===== src/rtl/instr_mem_loader_pkg.sv =====
// Shared definitions for the instruction memory loader.
//  - state_e   : loader FSM encoding (3 bits)
//  - CLEAR_FILL_DEF : default word written across the store during CLEAR
//  - CSUM_W    : width of the modulo-256 program checksum
package instr_mem_pkg;

  typedef enum logic [2:0] {
    S_IDLE  = 3'd0,
    S_CLEAR = 3'd1,
    S_LOAD  = 3'd2,
    S_CHECK = 3'd3,
    S_RUN   = 3'd4,
    S_ERROR = 3'd5
  } state_e;

  localparam logic [7:0] CLEAR_FILL_DEF = 8'h00;
  localparam int         CSUM_W         = 8;

endpackage


===== src/rtl/instr_mem_loader_if.sv =====
// Byte-stream load channel plus the core's fetch path.
//  load_valid/load_byte/load_ready : program image stream (valid/ready)
//  pc/instruction                  : core fetch address and returned word
// master = image source / core side, slave = loader.
interface instr_mem_loader_if #(
  parameter int ADDR_W = 8,
  parameter int DATA_W = 8
);
  logic              load_valid;
  logic [7:0]        load_byte;
  logic              load_ready;
  logic [ADDR_W-1:0] pc;
  logic [DATA_W-1:0] instruction;

  modport master (output load_valid, load_byte, pc,
                  input  load_ready, instruction);
  modport slave  (input  load_valid, load_byte, pc,
                  output load_ready, instruction);
endinterface


===== src/rtl/instr_mem_loader_array.sv =====
// instr_mem_array: DEPTH x DATA_W storage, one synchronous write port and one
// asynchronous read port. Contents are never reset.
//  clk   : write clock
//  we/waddr/wdata : write port
//  raddr/rdata    : combinational read port
module instr_mem_array #(
  parameter int ADDR_W = 8,
  parameter int DATA_W = 8
) (
  input  logic              clk,
  input  logic              we,
  input  logic [ADDR_W-1:0] waddr,
  input  logic [DATA_W-1:0] wdata,
  input  logic [ADDR_W-1:0] raddr,
  output logic [DATA_W-1:0] rdata
);
  logic [DATA_W-1:0] mem [2**ADDR_W];

  always_ff @(posedge clk) begin
    if (we) mem[waddr] <= wdata;
  end

  assign rdata = mem[raddr];
endmodule


===== src/rtl/instr_mem_loader.sv =====
// instr_mem_loader: program store and loader in front of the core.
// Clears the store, fills it from a length-prefixed byte stream, holds the
// core in reset meanwhile, then serves instruction = mem[pc] in RUN.
//  origclk, reset      : clock, synchronous active-high reset
//  load_start, run_req : start a load (any state) / run existing contents (IDLE)
//  bus (slave)         : load stream and core fetch path
//  cpu_reset           : registered core reset
//  busy                : CLEAR or LOAD in progress
//  load_error          : sticky checksum failure
//  load_count          : program bytes written by the current/last load
// Optional: define CHECKSUM_EN to append a checksum byte and CHECK/ERROR states.
module instr_mem_loader
  import instr_mem_pkg::*;
#(
  parameter int               ADDR_W     = 8,
  parameter int               DATA_W     = 8,
  parameter logic [DATA_W-1:0] CLEAR_FILL = DATA_W'(CLEAR_FILL_DEF)
) (
  input  logic              origclk,
  input  logic              reset,
  input  logic              load_start,
  input  logic              run_req,
  instr_mem_loader_if.slave bus,
  output logic              cpu_reset,
  output logic              busy,
  output logic              load_error,
  output logic [ADDR_W:0]   load_count
);
  localparam int              DEPTH   = 2**ADDR_W;
  localparam logic [ADDR_W:0] DEPTH_C = (ADDR_W+1)'(DEPTH);

  state_e            state_q, state_d;
  logic [ADDR_W-1:0] clr_addr_q, clr_addr_d;
  logic [ADDR_W:0]   len_q, len_d;
  logic [ADDR_W:0]   count_q, count_d, count_inc;
  logic              have_len_q, have_len_d;
  logic              cpu_reset_q, cpu_reset_d;
  logic              ready, accept;
  logic              we;
  logic [ADDR_W-1:0] waddr;
  logic [DATA_W-1:0] wdata, rdata;
`ifdef CHECKSUM_EN
  logic [CSUM_W-1:0] sum_q, sum_d;
  logic              err_q, err_d;
`endif

  assign count_inc = count_q + (ADDR_W+1)'(1);
  assign accept    = bus.load_valid && ready;

  always_comb begin
    state_d     = state_q;
    clr_addr_d  = clr_addr_q;
    len_d       = len_q;
    count_d     = count_q;
    have_len_d  = have_len_q;
    we          = 1'b0;
    waddr       = count_q[ADDR_W-1:0];
    wdata       = DATA_W'(bus.load_byte);
`ifdef CHECKSUM_EN
    sum_d       = sum_q;
    err_d       = err_q;
    ready       = (state_q == S_LOAD) || (state_q == S_CHECK);
`else
    ready       = (state_q == S_LOAD);
`endif

    case (state_q)
      S_IDLE: if (run_req) state_d = S_RUN;
      S_CLEAR: begin
        we         = 1'b1;
        waddr      = clr_addr_q;
        wdata      = CLEAR_FILL;
        clr_addr_d = clr_addr_q + ADDR_W'(1);
        if (clr_addr_q == '1) state_d = S_LOAD;
      end
      S_LOAD: begin
        if (accept) begin
          if (!have_len_q) begin
            // Length 0 encodes a full-depth image.
            have_len_d = 1'b1;
            len_d      = (bus.load_byte == 8'd0) ? DEPTH_C : (ADDR_W+1)'(bus.load_byte);
          end else begin
            we      = 1'b1;
            count_d = count_inc;
`ifdef CHECKSUM_EN
            sum_d   = sum_q + bus.load_byte;
            if (count_inc == len_q) state_d = S_CHECK;
`else
            if (count_inc == len_q) state_d = S_RUN;
`endif
          end
        end
      end
`ifdef CHECKSUM_EN
      S_CHECK: begin
        if (accept) begin
          if (bus.load_byte == sum_q) state_d = S_RUN;
          else begin
            state_d = S_ERROR;
            err_d   = 1'b1;
          end
        end
      end
      S_ERROR: ;
`endif
      S_RUN: ;
      default: state_d = S_IDLE;
    endcase

    // Restart overrides everything; a stray write this cycle is harmless
    // because CLEAR rewrites the whole store.
    if (load_start) begin
      state_d    = S_CLEAR;
      clr_addr_d = '0;
      len_d      = '0;
      count_d    = '0;
      have_len_d = 1'b0;
`ifdef CHECKSUM_EN
      sum_d      = '0;
      err_d      = 1'b0;
`endif
    end

    // Release one cycle after entering RUN; re-assert on the edge that leaves it.
    cpu_reset_d = !((state_q == S_RUN) && (state_d == S_RUN));
  end

  always_ff @(posedge origclk) begin
    if (reset) begin
      state_q     <= S_IDLE;
      clr_addr_q  <= '0;
      len_q       <= '0;
      count_q     <= '0;
      have_len_q  <= 1'b0;
      cpu_reset_q <= 1'b1;
`ifdef CHECKSUM_EN
      sum_q       <= '0;
      err_q       <= 1'b0;
`endif
    end else begin
      state_q     <= state_d;
      clr_addr_q  <= clr_addr_d;
      len_q       <= len_d;
      count_q     <= count_d;
      have_len_q  <= have_len_d;
      cpu_reset_q <= cpu_reset_d;
`ifdef CHECKSUM_EN
      sum_q       <= sum_d;
      err_q       <= err_d;
`endif
    end
  end

  instr_mem_array #(.ADDR_W(ADDR_W), .DATA_W(DATA_W)) u_mem (
    .clk   (origclk),
    .we    (we),
    .waddr (waddr),
    .wdata (wdata),
    .raddr (bus.pc),
    .rdata (rdata)
  );

  assign bus.load_ready  = ready;
  assign bus.instruction = (state_q == S_RUN) ? rdata : CLEAR_FILL;
  assign busy            = (state_q == S_CLEAR) || (state_q == S_LOAD);
  assign cpu_reset       = cpu_reset_q;
  assign load_count      = count_q;
`ifdef CHECKSUM_EN
  assign load_error      = err_q;
`else
  assign load_error      = 1'b0;
`endif
endmodule


===== src/flat_wrapper.sv =====
// flat-port wrapper written by rule: the top's interface ports become plain ports
module instr_mem_loader_flat import instr_mem_pkg::*;
#(
  parameter int               ADDR_W     = 8,
  parameter int               DATA_W     = 8,
  parameter logic [DATA_W-1:0] CLEAR_FILL = DATA_W'(CLEAR_FILL_DEF)
)
  (origclk, reset, load_start, run_req, cpu_reset, busy, load_error, load_count, bus_load_valid, bus_load_byte, bus_pc, bus_load_ready, bus_instruction);
  instr_mem_loader_if #(.ADDR_W(ADDR_W), .DATA_W(DATA_W)) bus_i ();
  input  logic origclk;
  input  logic reset;
  input  logic load_start;
  input  logic run_req;
  output logic cpu_reset;
  output logic busy;
  output logic load_error;
  output logic [ADDR_W:0] load_count;
  input wire logic [$bits(bus_i.load_valid)-1:0] bus_load_valid;
  input wire logic [$bits(bus_i.load_byte)-1:0] bus_load_byte;
  input wire logic [$bits(bus_i.pc)-1:0] bus_pc;
  output wire logic [$bits(bus_i.load_ready)-1:0] bus_load_ready;
  output wire logic [$bits(bus_i.instruction)-1:0] bus_instruction;
  assign bus_i.load_valid = bus_load_valid;
  assign bus_i.load_byte = bus_load_byte;
  assign bus_i.pc = bus_pc;
  assign bus_load_ready = bus_i.load_ready;
  assign bus_instruction = bus_i.instruction;
  instr_mem_loader #(.ADDR_W(ADDR_W), .DATA_W(DATA_W), .CLEAR_FILL(CLEAR_FILL)) u_core (.origclk(origclk), .reset(reset), .load_start(load_start), .run_req(run_req), .bus(bus_i), .cpu_reset(cpu_reset), .busy(busy), .load_error(load_error), .load_count(load_count));
endmodule

===== config.mk =====
export PLATFORM = sky130hd
export DESIGN_NAME = instr_mem_loader_flat
export DESIGN_NICKNAME = d
export VERILOG_FILES = /design/src/rtl/instr_mem_loader_pkg.sv /design/src/rtl/instr_mem_loader_if.sv /design/src/rtl/instr_mem_loader_array.sv /design/src/rtl/instr_mem_loader.sv /design/src/flat_wrapper.sv
export SDC_FILE = /design/constraint.sdc
export NUM_CORES = 2
export LEC_CHECK = 0
export ABC_AREA = 1
export CAP_MARGIN = 20
export CELL_PAD_IN_SITES_DETAIL_PLACEMENT = 2
export CELL_PAD_IN_SITES_GLOBAL_PLACEMENT = 2
export CORE_MARGIN = 4
export CORE_UTILIZATION = 40
export DETAILED_ROUTE_END_ITERATION = 10
export PLACE_DENSITY = 0.72
export SYNTH_ARGS = -nofsm -noshare
export SYNTH_HDL_FRONTEND = slang
export SYNTH_SLANG_ARGS = --single-unit

===== constraint.sdc =====
create_clock -name origclk -period 13.4 [get_ports origclk]
set_clock_uncertainty 0.05 [all_clocks]
set_input_delay 2.68 -clock origclk [delete_from_list [all_inputs] [get_ports origclk]]
set_output_delay 2.68 -clock origclk [all_outputs]
set_load 0.01 [all_outputs]

---- Yosys cells after proc, flatten, opt, wreduce, memory -nomap -nowiden ----
Memory sizes are Yosys's and may differ from the RTL's.
Index checks and enable logic that the tools add are counted.
W data, S select, Z words.
storage, ports and cells
  register bits after elaboration ......... 31
  RAM bits ................................ 2,048
  output and inout port bits .............. 21
  logic and storage cells ................. 42
  memories ................................ 1
memories
  name              depth  width  read ports  clocked after memory_dff  wr ports  line                          source
  u_core.u_mem.mem  256    8      1           0                         1         instr_mem_loader_array.sv:17  logic [DATA_W-1:0] mem [2**ADDR_W];
operators by class
  $add $sub $neg .......................... 2
  equal/unequal tests ..................... 6
  multiplexer cells ....................... 16
  bitwise gates (word level) .............. 1
  reduce and logical (&&, ||, !) cells .... 10
operators by type and width
  cell                   number
  $mux W8                3
  $mux W3                6
  $pmux W3 S4            1
  $add A9 B1 Y9 const B  1
  $eq A9 B9 Y1           1
  $mux W9                1
  $add A8 B1 Y8 const B  1
  $eq A8 B8 Y1 const B   1
  $logic_not A8 Y1       1
  $eq A3 B3 Y1 const B   2
  $reduce_and A3 Y1      2
  $mux W1                4
  $eq A3 B1 Y1 const B   1
  $eq A3 B2 Y1 const B   1
  $logic_not A3 Y1       1
  $logic_and A1 B1 Y1    2
  $pmux W1 S2            1
  $reduce_and A2 Y1      1
  $reduce_or A2 Y1       1
  $logic_not A1 Y1       1
  $logic_or A1 B1 Y1     1
  $not A1 Y1             1

---- Longest topological paths before layout ----
  word-level depth ........................ 10
  gate-level depth with buffers ........... 15

---- Cells and area by module ----
Synthesis repeated with hierarchy kept, for this count alone.
second synthesis, totals
  cell total of the unflattened synthesis .. 7,285
  area, all modules ....................... 85,102.9 um2
modules (own cells, without submodules)
  module            instances  cells an instance  area each (um2)  seq. area each (um2)
  instr_mem_array   1          6,995              83,236.1         61,499.0
  instr_mem_loader  1          290                1,866.8          620.6

---- Least setup slack after synthesis ----
Ideal clock, no wire load.
  path type ............................... input to output
  from .................................... input bus_pc[0]
  to ...................................... output bus_instruction[4]
  arrival ................................. 4,243 ps
  setup slack ............................. 6,427 ps
  stages on the path ...................... 14
  cell sequence ........................... buf_2 buf_2 buf_2 clkbuf_1 nand2_1 nand3_1 nand3_1 nand3_1 nand3_1 nand3_1 nand3_1 nand3_1 nand2_1 nor2_1
between the ends
  cells in the longest elaborated chain, start to end .. 2
RTL lines
  item             line                     source
  start, declared  flat_wrapper.sv:20       input wire logic [$bits(bus_i.pc)-1:0] bus_pc;
  $mem_v2 Z256 W8  n/a
  $mux W8          instr_mem_loader.sv:164  assign bus.instruction = (state_q == S_RUN) ? rdata : CLEAR_FILL;
  end, declared    flat_wrapper.sv:22       output wire logic [$bits(bus_i.instruction)-1:0] bus_instruction;
No other way between the ends.

---- Final worst setup path ----
  from .................................... input bus_pc[0]
  to ...................................... output bus_instruction[5]
Same word-level chain as after synthesis.

==> summary.md <==
| Metric | Value |
|---|---|
| Critical path launch point type | `primary input` |
| RSZ-0062 raised after global routing | `no` |
| Synthesized Nets | `7234` |
| Synth top area share | `0.7292` |
| Slew Limit Fails | `0` |
| Crit path time final | `10.06 ns` |
| Post-synth ARST share | `0` |
| Die height | `467.2 um` |
| Fmax | `0.09936 GHz` |
| Worst R2R End | `u_core.u_mem.mem[146][7]` |
| Post-cts sizing count | `0` |
| Largest net degree at the start of global routing | `176` |
| Syn Std Cell Area | `84340 sq um` |
| H-tree depth | `4` |
| Setup bufs post-CTS | `0` |
| Worst Path Required | `10.67 ns` |
| Setup slack at placement | `3.458 ns` |
| Outcome | `completed` |
| R2R Setup Slk | `8.91 ns` |
| Worst-margin pin slew | `1.171 ns` |
| Final #Nets | `7092` |
| Vias in the first global route | `64360` |
| Initial antenna violation count | `14` |
| Cells on worst reg2reg path | `10` |
| Avg Inst Size Synth | `11.70 sq um` |
| Max FO, Critical Path | `159` |
| Root Buffer Master | `clkbuf_16` |
| #FFs+latches synth | `2079` |
| Final count of negative-setup-slack endpoints | `0` |
| Post-DP HPWL | `164800 um` |
| Critical Path End Type | `primary output` |
| Die ar. | `218300 sq um` |
| Detailed-route via count | `58620` |
| Setup ws final | `3.335 ns` |
| Worst hold path class | `reg2reg` |
| DRC | `0` |
| Gpl congestion | `0.7882` |
| Worst Setup EP | `bus_instruction[5]` |
| # rows | `168` |
| Sequential fraction of the synthesis area | `0.7366` |
| Leak pwr | `32.31 nW` |
| Final Power | `14.18 mW` |
| Initial Util | `0.4024` |
| Worst-Skew Late Latency | `0.87 ns` |
| Max-cap violations | `0` |
| Number of synthesized flops with an enable pin | `2048` |
| Fin. Hold Viols | `0` |
| Top cells by area, synth | `edfxtp_1, nand3_1, nand2_1, nor2_1, clkbuf_1` |
| DR WL/cell | `29.31 um` |
| # hold bufs at CTS | `0` |
| CTS clk-pin slew, worst paths | `0.06 ns` |
| Clk sinks | `2079` |
| Syn Inst Count | `7211` |
| Most used DFF post-synth | `edfxtp_1` |
| I/O pin cnt | `42` |
| Period utilisation layout | `0.7511` |
| Setup CP Type | `in2out` |
| DR iter-0 viols | `5657` |
| Total wire length | `294600 um` |
| Final global-route overflow total | `0` |
| Slew headroom | `0.2196` |
| TritonCTS clock tree | `yes` |
| Number of CTS-inserted buffers | `221` |
| Critical path startpoint | `bus_pc[0]` |
| Vias/cell | `5.831` |
| Area of the multi-input gates | `20030 sq um` |
| Post-synth top area cell | `edfxtp_1` |
| Worst vdd rail ir drop | `0.1387 mV` |
| Global-route wire length before repair | `432900 um` |
| Power Density | `150.6 nW/um^2` |
| Fillers | `20850` |
| Fin util | `0.4494` |
| FF/Latch Area | `62120 sq um` |
| Area delta synth->final | `11.67%` |
| Library cells used by synthesis | `36` |
| Overall Global Routing Usage | `0.2662` |
| WP data arrival | `7.33 ns` |
| Syn. warnings | `0` |
| Layout cell share with drive strength beyond 1 | `0.06030` |
| RR Startpoint | `u_core.state_q[0]` |
| First-pass DRT Iterations | `6` |
| Port bufs | `40` |
| Post-detailed-route count of antenna-violating nets | `0` |
| Die width | `467.2 um` |
| Clock buffer depth | `3` |
| Final setup TNS | `0 ns` |
| Core area | `209600 sq um` |
==> state kept, by name, indices dropped and copies added (netlist names) <==
name / count
u_core.cpu_reset: 1
u_core.clr_addr_q: 8
u_core.len_q: 9
u_core.state_q: 3
u_core.u_mem.mem: 2048
u_core.load_count: 9
u_core.have_len_q: 1
==> stage by stage <==
stage	cell area, sq um	instances	hold WS, ns
floorplan	84340	7211	0.3916
global placement	87170	9648	0.4167
detailed placement	87180	9649	0.4261
CTS	94160	10050	0.4446
global route	94180	10050	0.4686
finish	94180	10050	0.4316
==> layer usage <==
layer | global-route usage | wire, um
met3 | 0.03543 | 15680
met4 | 0.09165 | 10190
met2 | 0.4537 | 145700
met1 | 0.3510 | 123100
met5 | 0 | 40
==> power by group <==
part / leakage (nW) / internal, mW / total, mW / switching (mW)
Combinational: 10.1 / 0.178 / 0.919 / 0.741
Clock: 3.42 / 3.42 / 6.07 / 2.64
Sequential: 18.8 / 7.20 / 7.20 / 0.00251
Total: 32.3 / 10.8 / 14.2 / 3.39
==> layout make-up <==
cell class                 count  share of cell area
sequential                  2079              0.6596
multi-input combinational   4590              0.2127
clock buffer                 270             0.06201
tap                         2805             0.03726
timing repair buffer         125             0.01328
clock inverter               131             0.01209
inverter                      52            0.003056
antenna                        2          0.00005314
==> worst min-delay path by stage <==
| stage | from | end | slack (ns) | cells after the start |
|---|---|---|---|---|
| 6_report | u_core.len_q[0] | u_core.len_q[0] | 0.43 | 2 |
| 5_1_grt | u_core.len_q[0] | u_core.len_q[0] | 0.47 | 2 |
| 4_1_cts | u_core.len_q[0] | u_core.len_q[0] | 0.44 | 2 |
| 3_5_place_dp | u_core.len_q[3] | u_core.len_q[3] | 0.43 | 2 |
| 3_3_place_gp | u_core.len_q[3] | u_core.len_q[3] | 0.42 | 2 |
| 2_1_floorplan | u_core.len_q[1] | u_core.len_q[1] | 0.39 | 2 |
==> worst max-delay path, stage by stage <==
cell             delay (ns)
buf_8                  0.53
buf_12                 0.63
buf_4                  0.70
nand2_1                0.13
nand3_1                0.13
nand3_1                0.12
nand3_1                0.15
nand3_1                0.14
nand3_1                0.12
nand2_1                0.08
nor2_1                 0.33
nor2_1                 0.12
nor2_1                 0.56
clkdlybuf4s50_1        0.68
==> Yosys cell counts, types with 2 or more instances <==
library cell / n
a21oi_1: 37
buf_1: 81
buf_2: 153
clkbuf_1: 254
dfxtp_1: 31
edfxtp_1: 2048
ha_1: 2
inv_1: 47
inv_2: 4
nand2_1: 2119
nand2_2: 4
nand3_1: 1939
nand4_1: 3
nor2_1: 381
nor3_1: 4
nor3_2: 2
o21ai_0: 57
o21ai_1: 3
o21ai_2: 3
o22ai_1: 16
or2_2: 2
xor2_1: 7
==> cells in the final DEF (no fill, tap or decap), drive strengths merged, types with 2 or more instances in the layout <==
| cell | n |
|---|---|
| xor2 | 7 |
| clkdlybuf4s50 | 34 |
| bufinv | 18 |
| ha | 2 |
| nand2 | 2123 |
| o22ai | 16 |
| diode | 2 |
| clkinv | 104 |
| buf | 91 |
| or2 | 3 |
| nand4 | 3 |
| clkinvlp | 4 |
| nor2 | 381 |
| nor3 | 7 |
| nand3 | 1940 |
| clkbuf | 270 |
| edfxtp | 2048 |
| inv | 57 |
| o21ai | 64 |
| dfxtp | 31 |
| a21oi | 38 |
==> cells by family after synthesis <==
| group | synth area share |
|---|---|
| other | 0.00004446 |
| adder cells (fa/ha/maj) | 0.0002967 |
| buffers and inverters | 0.02653 |
| XOR/XNOR | 0.0008308 |
| AND/OR/NAND/NOR | 0.2281 |
| AO/OA/AOI/OAI | 0.007641 |
| flip-flops | 0.7366 |
No activity file was read; power rests on OpenSTA's default activity.
